===== config.mk =====
export PLATFORM = sky130hd
export DESIGN_NAME = pluck_envelope
export DESIGN_NICKNAME = d
export VERILOG_FILES = /design/src/rtl/pluck_pkg.sv /design/src/rtl/pwm_modulator.sv /design/src/rtl/pluck_envelope.sv
export SDC_FILE = /design/constraint.sdc
export NUM_CORES = 1
export LEC_CHECK = 0
export CAP_MARGIN = 20
export CORE_MARGIN = 2
export CORE_UTILIZATION = 29
export CTS_CLUSTER_SIZE = 28
export DETAILED_ROUTE_END_ITERATION = 6
export GPL_TIMING_DRIVEN = 0
export PLACE_DENSITY_LB_ADDON = 0.2
export SYNTH_ARGS = -nofsm -noshare
export SYNTH_HDL_FRONTEND = slang
export SYNTH_SLANG_ARGS = --single-unit

===== constraint.sdc =====
create_clock -name clk -period 4.6 [get_ports clk]
set_input_delay 0.69 -clock clk [delete_from_list [all_inputs] [get_ports clk]]
set_output_delay 0.69 -clock clk [all_outputs]
set_load 0.1 [all_outputs]

===== src/rtl/pluck_pkg.sv =====
// pluck_pkg: shared state type and default timing constants for the pluck envelope
package pluck_pkg;
   typedef enum logic [1:0] {IDLE, ATTACK, DECAY} env_state_t;
   localparam int LEVEL_W_DEF    = 8;
   localparam int CLK_MHZ        = 25;
   localparam int ATTACK_DIV_DEF = CLK_MHZ * 10;
   localparam int DECAY_DIV_DEF  = CLK_MHZ * 1000;
endpackage


===== src/rtl/pwm_modulator.sv =====
// pwm_modulator: free-running PWM compare gating the square wave by the envelope level
module pwm_modulator import pluck_pkg::*; #(
   parameter int LEVEL_W = LEVEL_W_DEF
) (
   input  logic               clk,
   input  logic               reset,
   input  logic [LEVEL_W-1:0] level,
   input  logic               wave_in,
   output logic               out
);
   logic [LEVEL_W-1:0] pwm_cnt;
   always_ff @(posedge clk)
      if (reset) begin
         pwm_cnt <= '0;
         out     <= 1'b0;
      end else begin
         pwm_cnt <= pwm_cnt + 1'b1;
         out     <= wave_in && (pwm_cnt < level);
      end
endmodule


===== src/rtl/pluck_envelope.sv =====
// pluck_envelope: attack-to-peak then linear-decay amplitude envelope applied to a square wave via PWM
module pluck_envelope import pluck_pkg::*; #(
   parameter int LEVEL_W     = LEVEL_W_DEF,
   parameter int PEAK        = 255,
   parameter int ATTACK_STEP = 16,
   parameter int ATTACK_DIV  = ATTACK_DIV_DEF,
   parameter int DECAY_DIV   = DECAY_DIV_DEF
) (
   input  logic               clk,
   input  logic               reset,
   input  logic               strum,
   input  logic               wave_in,
   output logic               out,
   output logic [LEVEL_W-1:0] env_level,
   output logic               active
);
   localparam int MAX_DIV = ATTACK_DIV > DECAY_DIV ? ATTACK_DIV : DECAY_DIV;
   localparam int PW      = $clog2(MAX_DIV + 1);
   env_state_t         state;
   logic [LEVEL_W-1:0] level;
   logic [PW-1:0]      presc;
   logic [LEVEL_W:0]   sum;
   logic               tick;
   logic               at_peak;
   assign tick    = presc == (state == DECAY ? PW'(DECAY_DIV - 1) : PW'(ATTACK_DIV - 1));
   // one extra bit so the step can never wrap past the peak
   assign sum     = {1'b0, level} + (LEVEL_W + 1)'(ATTACK_STEP);
   assign at_peak = sum >= (LEVEL_W + 1)'(PEAK);
   always_ff @(posedge clk)
      if (reset) begin
         state <= IDLE;
         level <= '0;
         presc <= '0;
      end else if (strum) begin
         state <= ATTACK;
         presc <= '0;
      end else if (state == IDLE) begin
         presc <= '0;
      end else if (!tick) begin
         presc <= presc + 1'b1;
      end else if (state == ATTACK) begin
         presc <= '0;
         level <= at_peak ? LEVEL_W'(PEAK) : sum[LEVEL_W-1:0];
         state <= at_peak ? DECAY : ATTACK;
      end else begin
         presc <= '0;
         level <= level == '0 ? level : level - 1'b1;
         state <= level <= LEVEL_W'(1) ? IDLE : DECAY;
      end
   assign env_level = level;
   assign active    = state != IDLE;
   pwm_modulator #(.LEVEL_W(LEVEL_W)) u_pwm (
      .clk     (clk),
      .reset   (reset),
      .level   (level),
      .wave_in (wave_in),
      .out     (out)
   );
endmodule

# Yosys cells after proc, flatten, opt, wreduce, memory -nomap -nowiden
# Index checks and enable logic that the tools add are counted.
# op_classes
addsub,4
n_lt_le_gt_ge,3
eq_ne,5
mux,10
n_bitwise,2
n_reduce_logical,10
# op_table
cell,n
8-bit 2-to-1 mux,3
"15-bit by 1-bit adder with 15-bit output, second input constant",1
15-bit equality test,1
15-bit 2-to-1 mux,1
"8-bit by 5-bit adder with 9-bit output, second input constant",1
"9-bit by 8-bit >= comparator with 1-bit output, second input constant",1
"8-bit by 1-bit adder with 8-bit output, second input constant",1
"8-bit by 1-bit less-or-equal comparator with 1-bit output, second input constant",1
8-bit zero test,1
8-bit less-than comparator,1
"8-bit by 1-bit subtractor with 8-bit output, second input constant",1
2-bit 2-to-1 mux,3
"2-bit inequality test, second input constant",2
2-bit AND reduction,2
4-bit AND reduction,1
2-bit nonzero test,2
4-bit OR reduction,1
1-bit 2-to-1 mux,3
"2-bit by 1-bit equality test with 1-bit output, second input constant",1
"2-bit equality test, second input constant",1
2-bit zero test,1
1-bit NOT,2
2-bit OR reduction,1
1-bit logical AND,1
# word_totals
reg_bits,34
input_bits,4
output_inout_bits,10

# Logic depth before layout (Yosys ltp)
# depth
word_depth,7
mapped_depth,9
depth_no_buf,8

# By module
# Synthesis repeated with hierarchy kept, for this count alone.
# hier_totals
hier_cells,233
hier_area_um2,1994.4
# by_module_without_submodules
module,n_inst,cells_per_inst,area_per_inst_um2
pluck_envelope,1,178,1491.4
pwm_modulator,1,55,503.0

# Least setup slack after synthesis
# No wires, ideal clock.
# synth_timing
path_kind,reg2reg
startpoint,register level[4] (netlist: env_level[4])
endpoint,register level[0] (netlist: env_level[0])
setup_ns,0.091
t_arrival_ns,2.951
required_time_ns,4.509
path_slack_ns,1.558
stages_incl_launch_ff,9
path_buffers,0
period_less_slack_ns,3.042
path_cell_list,dfxtp_1 -> inv_1 -> ha_1 -> nand4b_1 -> a2111oi_4 -> a22oi_1 -> o21ai_4 -> a21oi_1 -> a311oi_1
# synth_between
elab_chain_len,4
elab_cells_between_ends,7
cone_classes,add/sub: 1; order compare: 1; eq/ne: 1; mux: 2; reduce/logical: 2
# synth_rtl
item,line,text
"start, declared",pluck_envelope.sv:20,logic [LEVEL_W-1:0] level;
"start signal, assigned",pluck_envelope.sv:43,level <= at_peak ? LEVEL_W'(PEAK) : sum[LEVEL_W-1:0];
"start signal, assigned",pluck_envelope.sv:47,level <= level == '0 ? level : level - 1'b1;
8-bit by 5-bit adder with 9-bit output,pluck_envelope.sv:27,"assign sum = {1'b0, level} + (LEVEL_W + 1)'(ATTACK_STEP);"
9-bit by 8-bit >= comparator with 1-bit output,pluck_envelope.sv:28,assign at_peak = sum >= (LEVEL_W + 1)'(PEAK);
8-bit 2-to-1 mux,pluck_envelope.sv:43,
8-bit 2-to-1 mux,pluck_envelope.sv:41,end else if (state == ATTACK) begin
# Parallel ways exist; a longest one is shown, timed or not.
# A chain may end at the register's enable or synchronous reset.

# Worst setup path after layout
# layout_timing
startpoint,register state[1]
endpoint,output port active
# layout_between
elab_chain_len,1
# layout_rtl
item,line,text
"start, declared",pluck_envelope.sv:19,env_state_t state;
"start signal, assigned",pluck_envelope.sv:44,state <= at_peak ? DECAY : ATTACK;
"start signal, assigned",pluck_envelope.sv:48,state <= level <= LEVEL_W'(1) ? IDLE : DECAY;
2-bit nonzero test,pluck_envelope.sv:51,assign active = state != IDLE;
"end, declared",pluck_envelope.sv:15,output logic active
# No other way between the ends.

==> metrics.md <==
| Metric | Value |
|---|---|
| Run status | `completed` |
| Post_cts resized | `0` |
| CTS tree | `done` |
| Root buf cell | `clkbuf_8` |
| Routed Antenna Nets | `0` |
| DR pass1 iterations | `4` |
| Final setup fails | `0` |
| Setup Buffers After CTS | `0` |
| Metal-1 WL | `2210 µm` |
| WHS Path Cells | `1` |
| Fillers | `670` |
| Clock Tree Buf Depth | `2` |
| Area of the core | `0.00642 mm²` |
| Final #Nets | `261` |
| Initial DRC count | `60` |
| Vias in the first global route | `1,490` |
| H-tree depth | `2` |
| Vias per std cell | `4.94` |
| Critical Path AT | `2050 ps` |
| Routed wire length on met3 | `117 µm` |
| Gr usage total | `12.1%` |
| Final Hold Viols | `0` |
| RSZ-0062 raised after global routing | `false` |
| Pin count of the biggest net entering global routing | `11` |
| Tmin final | `2740 ps` |
| CP max FO | `7` |
| Power density over cell area | `248 mW/mm²` |
| Die Y | `86.1 µm` |
| Largest stage delay, worst path | `1140 ps` |
| WP data required | `3910 ps` |
| First-pass GRT wire length | `7150 µm` |
| Share of post-route cells with drive strength above 1 | `11.2%` |
| Area leader, netlist | `dfxtp_1` |
| Worst r2r dst | `state[1]` |
| Area after DPL | `0.00218 mm²` |
| Setup Skew | `9.96 ps` |
| DR WL met2 | `1830 µm` |
| Final Max Slew Viols | `0` |
| DRC | `0` |
| Number of synthesized flops with an enable pin | `0` |
| Initial Util | `30.5%` |
| Worst min path class | `register to register` |
| Critical path cell sequence | `or2_2 > clkdlybuf4s50_1` |
| Largest cells by area after synthesis | `dfxtp_1, ha_1, nor2_1` |
| CTS Buf Count | `5` |
| Reg-to-Reg Start | `env_level[4]` |
| Crit share post-route | `59.7%` |
| Area share of the largest cell type after synthesis | `34.8%` |
| Sum Neg Setup Slack | `0 ps` |
| Initial antenna violation count | `0` |
| Synthesis-to-layout area growth | `15.6%` |
| Final Instance Count excl. Fillers | `318` |
| Syn Std Cell Area | `0.00196 mm²` |
| Power, Total | `561 µW` |
| Hold EP | `u_pwm.pwm_cnt[0]` |
| Max cap viols | `0` |
| Max Fclk | `364 MHz` |
| Number of distinct library cells after synthesis | `47` |
| R2r setup slk | `2080 ps` |
| Critical path launch point type | `register` |
| VDD IR max | `119 µV` |
| Grt total ovfl | `0` |
| Cell count after synthesis | `221` |
| Kind of critical path | `register to output port` |
| Synthesized Nets | `241` |
| HP Start | `u_pwm.pwm_cnt[0]` |
| Hold WS | `464 ps` |
| Leakage | `0.000782 µW` |
| Yosys warning count | `0` |
| FF+latch count, synth | `34` |
| Drt wl/cell | `13.2 µm` |
| Dpl hpwl | `3030 µm` |
| Buffers on Ports | `13` |
| Final GP Congestion | `0.781` |
| Total number of vias | `1,570` |
| FF-to-FF path depth | `8` |
| Die width | `86.1 µm` |
| Ys flop type | `dfxtp_1` |
| Actual slew at the worst max-slew pin | `972 ps` |
| Worst skew pair latency | `290 ps` |
| Ports | `14` |
| Die Area | `0.00742 mm²` |
| Top sig layer | `met4` |
| Seq/Total Area, Yosys | `34.8%` |
| Syn_area_per_cell | `8.85 µm²` |
| Total wire length | `4210 µm` |
| Row count | `29` |
| Crit path capture type | `output port` |
| DP Cell Count | `311` |
| ANT cells | `0` |
| Max stage delay cell, worst path | `clkdlybuf4s50_1` |
| CTS clk-pin slew, worst paths | `70 ps` |
| Clock sink total | `34` |
| Max transition margin | `35.0%` |
| Async SR Flop Fraction | `0%` |
| Hold-fix buffers, CTS | `0` |
| Finished Cell Area | `0.00226 mm²` |
[synthesized netlist by cell type, drive strengths merged, types with 2 or more instances]
library cell  count
ha               16
dfxtp            34
or2               2
nor3              5
nor4b             2
nand2            13
inv              10
nor2             32
o21ai            11
nand2b            3
a31oi             2
a211oi            5
and3              7
nor2b             4
xnor2             9
a21oi            11
buf               4
xor2             11
nand4             4
nand3            18
[final cells by class]
class / instances / area, µm² / area share [%]
clock buffer: 5 / 68.8 / 3.04
multi-input combinational: 172 / 1190 / 52.5
timing repair buffer: 13 / 130 / 5.76
inverter: 10 / 37.5 / 1.66
clock inverter: 2 / 10.0 / 0.443
tap: 77 / 96.3 / 4.26
buffer: 5 / 51.3 / 2.27
sequential: 34 / 681 / 30.1
[worst max-delay path by stage]
stage | cells past startpoint | end | startpoint
2_1_floorplan | 8 | env_level[0] | env_level[4]
3_3_place_gp | 7 | env_level[2] | strum
3_5_place_dp | 7 | env_level[2] | strum
4_1_cts | 2 | active | state[1]
5_1_grt | 2 | active | state[1]
6_report | 2 | active | state[1]
[stage by stage]
stage               utilization (%)  setup WS, ps
floorplan                         -          1560
global placement               34.0          2100
detailed placement             34.0          2110
CTS                            35.2          1860
global route                   35.2          1810
finish                         35.2          1860
[state kept, by name, indices dropped and copies added, names as in the netlist]
signal / flops
presc: 15
env_level: 8
u_pwm.pwm_cnt: 8
state: 2
u_pwm.out: 1
[cells by family after synthesis]
kind of cell             Yosys count  synth area share [%]
AO/OA/AOI/OAI                     42                  17.0
XOR/XNOR                          20                  8.96
adder cells (fa/ha/maj)           16                  10.2
buffers and inverters             15                  4.54
flip-flops                        34                  34.8
AND/OR/NAND/NOR                   94                  24.4
[critical path, delay by kind of cell (launching register included)]
family        cells  cell delay (ps)
flops             1              430
simple gates      1              190
buf+inv           1             1140
[metal layers]
metal | global-route usage (%) | vias to the layer above
met5 | 0 | -
met4 | 4.33 | 0
met3 | 2.69 | 5
met2 | 18.5 | 20
met1 | 16.6 | 728
li1 | - | 817
[power breakdown]
part / internal, µW / leakage, µW / switching (µW)
clock: 102 / 0.0000438 / 110
combinational: 17.4 / 0.000463 / 29.4
sequential: 298 / 0.000275 / 3.96
[cell usage in the layout, fill, tap and decap left out, types with 2 or more instances in the layout]
cell type | netlist | layout
xnor2_1 | 9 | 9
ha_1 | 16 | 16
dfxtp_1 | 34 | 34
clkinv_2 | 0 | 2
nor3_1 | 4 | 4
and3_1 | 5 | 5
clkdlybuf4s50_1 | 0 | 13
nor4b_1 | 2 | 2
or2_2 | 2 | 2
a211oi_2 | 2 | 2
clkbuf_8 | 0 | 5
xor2_1 | 11 | 11
buf_6 | 3 | 3
nor2_1 | 32 | 32
nand2b_1 | 2 | 2
nor2b_1 | 4 | 4
inv_1 | 10 | 10
nand3_1 | 18 | 18
and3_2 | 2 | 2
a21oi_1 | 9 | 9
a21oi_2 | 2 | 2
nand4_1 | 4 | 4
a211oi_1 | 2 | 2
nand2_1 | 13 | 13
a31oi_1 | 2 | 2
o21ai_0 | 9 | 9
Note: power is estimated with default switching activity, not from simulation.
==> variant (config.mk and constraints unchanged) <==
Re-encode `env_state_t` (3 states) as one-hot, 3 bits wide.
--- a/src/rtl/pluck_pkg.sv
+++ b/src/rtl/pluck_pkg.sv
@@ -1,6 +1,6 @@
 // pluck_pkg: shared state type and default timing constants for the pluck envelope
 package pluck_pkg;
-   typedef enum logic [1:0] {IDLE, ATTACK, DECAY} env_state_t;
+   typedef enum logic [2:0] {IDLE = 3'b001, ATTACK = 3'b010, DECAY = 3'b100} env_state_t;
    localparam int LEVEL_W_DEF    = 8;
    localparam int CLK_MHZ        = 25;
    localparam int ATTACK_DIV_DEF = CLK_MHZ * 10;
Formal check against the unedited RTL: same outputs for any inputs over 10 cycles, from zero or initial values and one cycle with reset high; not proved beyond that.
==> variant against the unedited design <==
Via count grew 6.5%. Die area grew 3.3%. Wire length increased by 8.2%. Sequential share of layout area is 0.17 points lower. Worst hold slack got worse by 0.011 ns. Non-clock buffer count up 2. Synthesized area increased by 3.5%. Setup slack lost 0.049 ns. Power increased by 5.2%. Sequential cell count up 1. Final area is 3.5% higher. Critical path type unchanged. Highest routed layer unchanged.
==> variant: results (changes against the unedited design) <==
status=finished clean; syn avg cell area=8.68 µm² (-1.9%); VDD IR max=0.000119 V (-0.43%); initial drt markers=78 (+30%); NumNets Final=273 (+4.6%); HPWL Detailed=3.28 mm (+8.2%); synth unique cells=49 (+4.3%); placed inst area=2250 µm² (+3.3%); non-filler instance count after layout=333 (+4.7%); Filler Cell Count=710 (+6.0%); vias in the first global route=1564 (+5.0%); reg2reg path depth=7 (-1); post-route cell area=2340 µm² (+3.5%); sw frac=24.9% (-0.66 points); sequential power share=53.1% (-0.8 points); post-DR wirelength/cell=13.7 µm (+3.3%); GPL Wtd Cong=0.762 (-2.5%); Syn Nets=253 (+5.0%); sequential power=0.313 mW (+4%); Adder-Cell Fraction of Synth Area=9.89% (-0.34 points); top cells by area, synth=dfxtp_1 35%, ha_1 9.9%, nor2_1 6.1%, xor2_1 4.8%, xnor2_1 3.9%; Vias/cell=5.02 (+1.7%); Compound-Gate Fraction of Synth Area=16.4% (-0.63 points); final setup skew=0.00609 ns (-0.00388 ns); GR Util All Layers=12.8% (+0.69 points); Static Leak=0.832 nW (+6.4%); Slew HR=35.1% (+0.16 points)
## variant: changes by cell type in the layout (fill, tap and decap cells not counted), sizes merged, moves of 4 or more
cell / delta
o21ai: -7
clkbuf: +5
nand3: -5
o31ai: +4
## variant: worst min-delay path by stage
| stage | startpoint | end | cells past startpoint |
|---|---|---|---|
| floorplan | u_pwm.pwm_cnt[0] | u_pwm.pwm_cnt[0] | 1 |
| global placement | u_pwm.pwm_cnt[0] | u_pwm.pwm_cnt[0] | 1 |
| detailed placement | u_pwm.pwm_cnt[0] | u_pwm.pwm_cnt[0] | 1 |
| CTS | u_pwm.pwm_cnt[0] | u_pwm.pwm_cnt[0] | 1 |
| global route | u_pwm.pwm_cnt[0] | u_pwm.pwm_cnt[0] | 1 |
| finish | u_pwm.pwm_cnt[0] | u_pwm.pwm_cnt[0] | 1 |
## variant: metal layers
metal  GRT usage (%)  part of all wire, %  vias to the layer above  wire (µm)
met1            17.4                   49                      766       2250
met2            20.2                   46                       31       2080
met3            2.56                  3.7                        5        168
li1                -                    -                      870          -
met5               0                    0                        -          0
met4            4.20                  1.2                        0         53
## variant: final cells by class
class	instances	area share, %
inverter	10	1.60
buffer	7	1.55
clock inverter	1	0.214
sequential	35	29.9
multi-input combinational	181	53.3
tap	80	4.28
clock buffer	6	3.53
timing repair buffer	13	5.56
## variant: cells by family (layout without fill, tap and decap cells)
| family | after synthesis | after routing |
|---|---|---|
| flops | 35 | 35 |
| mux | 2 | 2 |
| simple gates | 100 | 100 |
| buf+inv | 17 | 37 |
| xor+xnor | 20 | 20 |
| fa+ha+maj | 16 | 16 |
| compound gates | 43 | 43 |
## variant: critical path, cell delays in order, from the launching register on
cell             delay [ns]
dfxtp_1                0.42
nor2_1                 0.12
nand2_1                0.13
clkdlybuf4s50_1        1.14
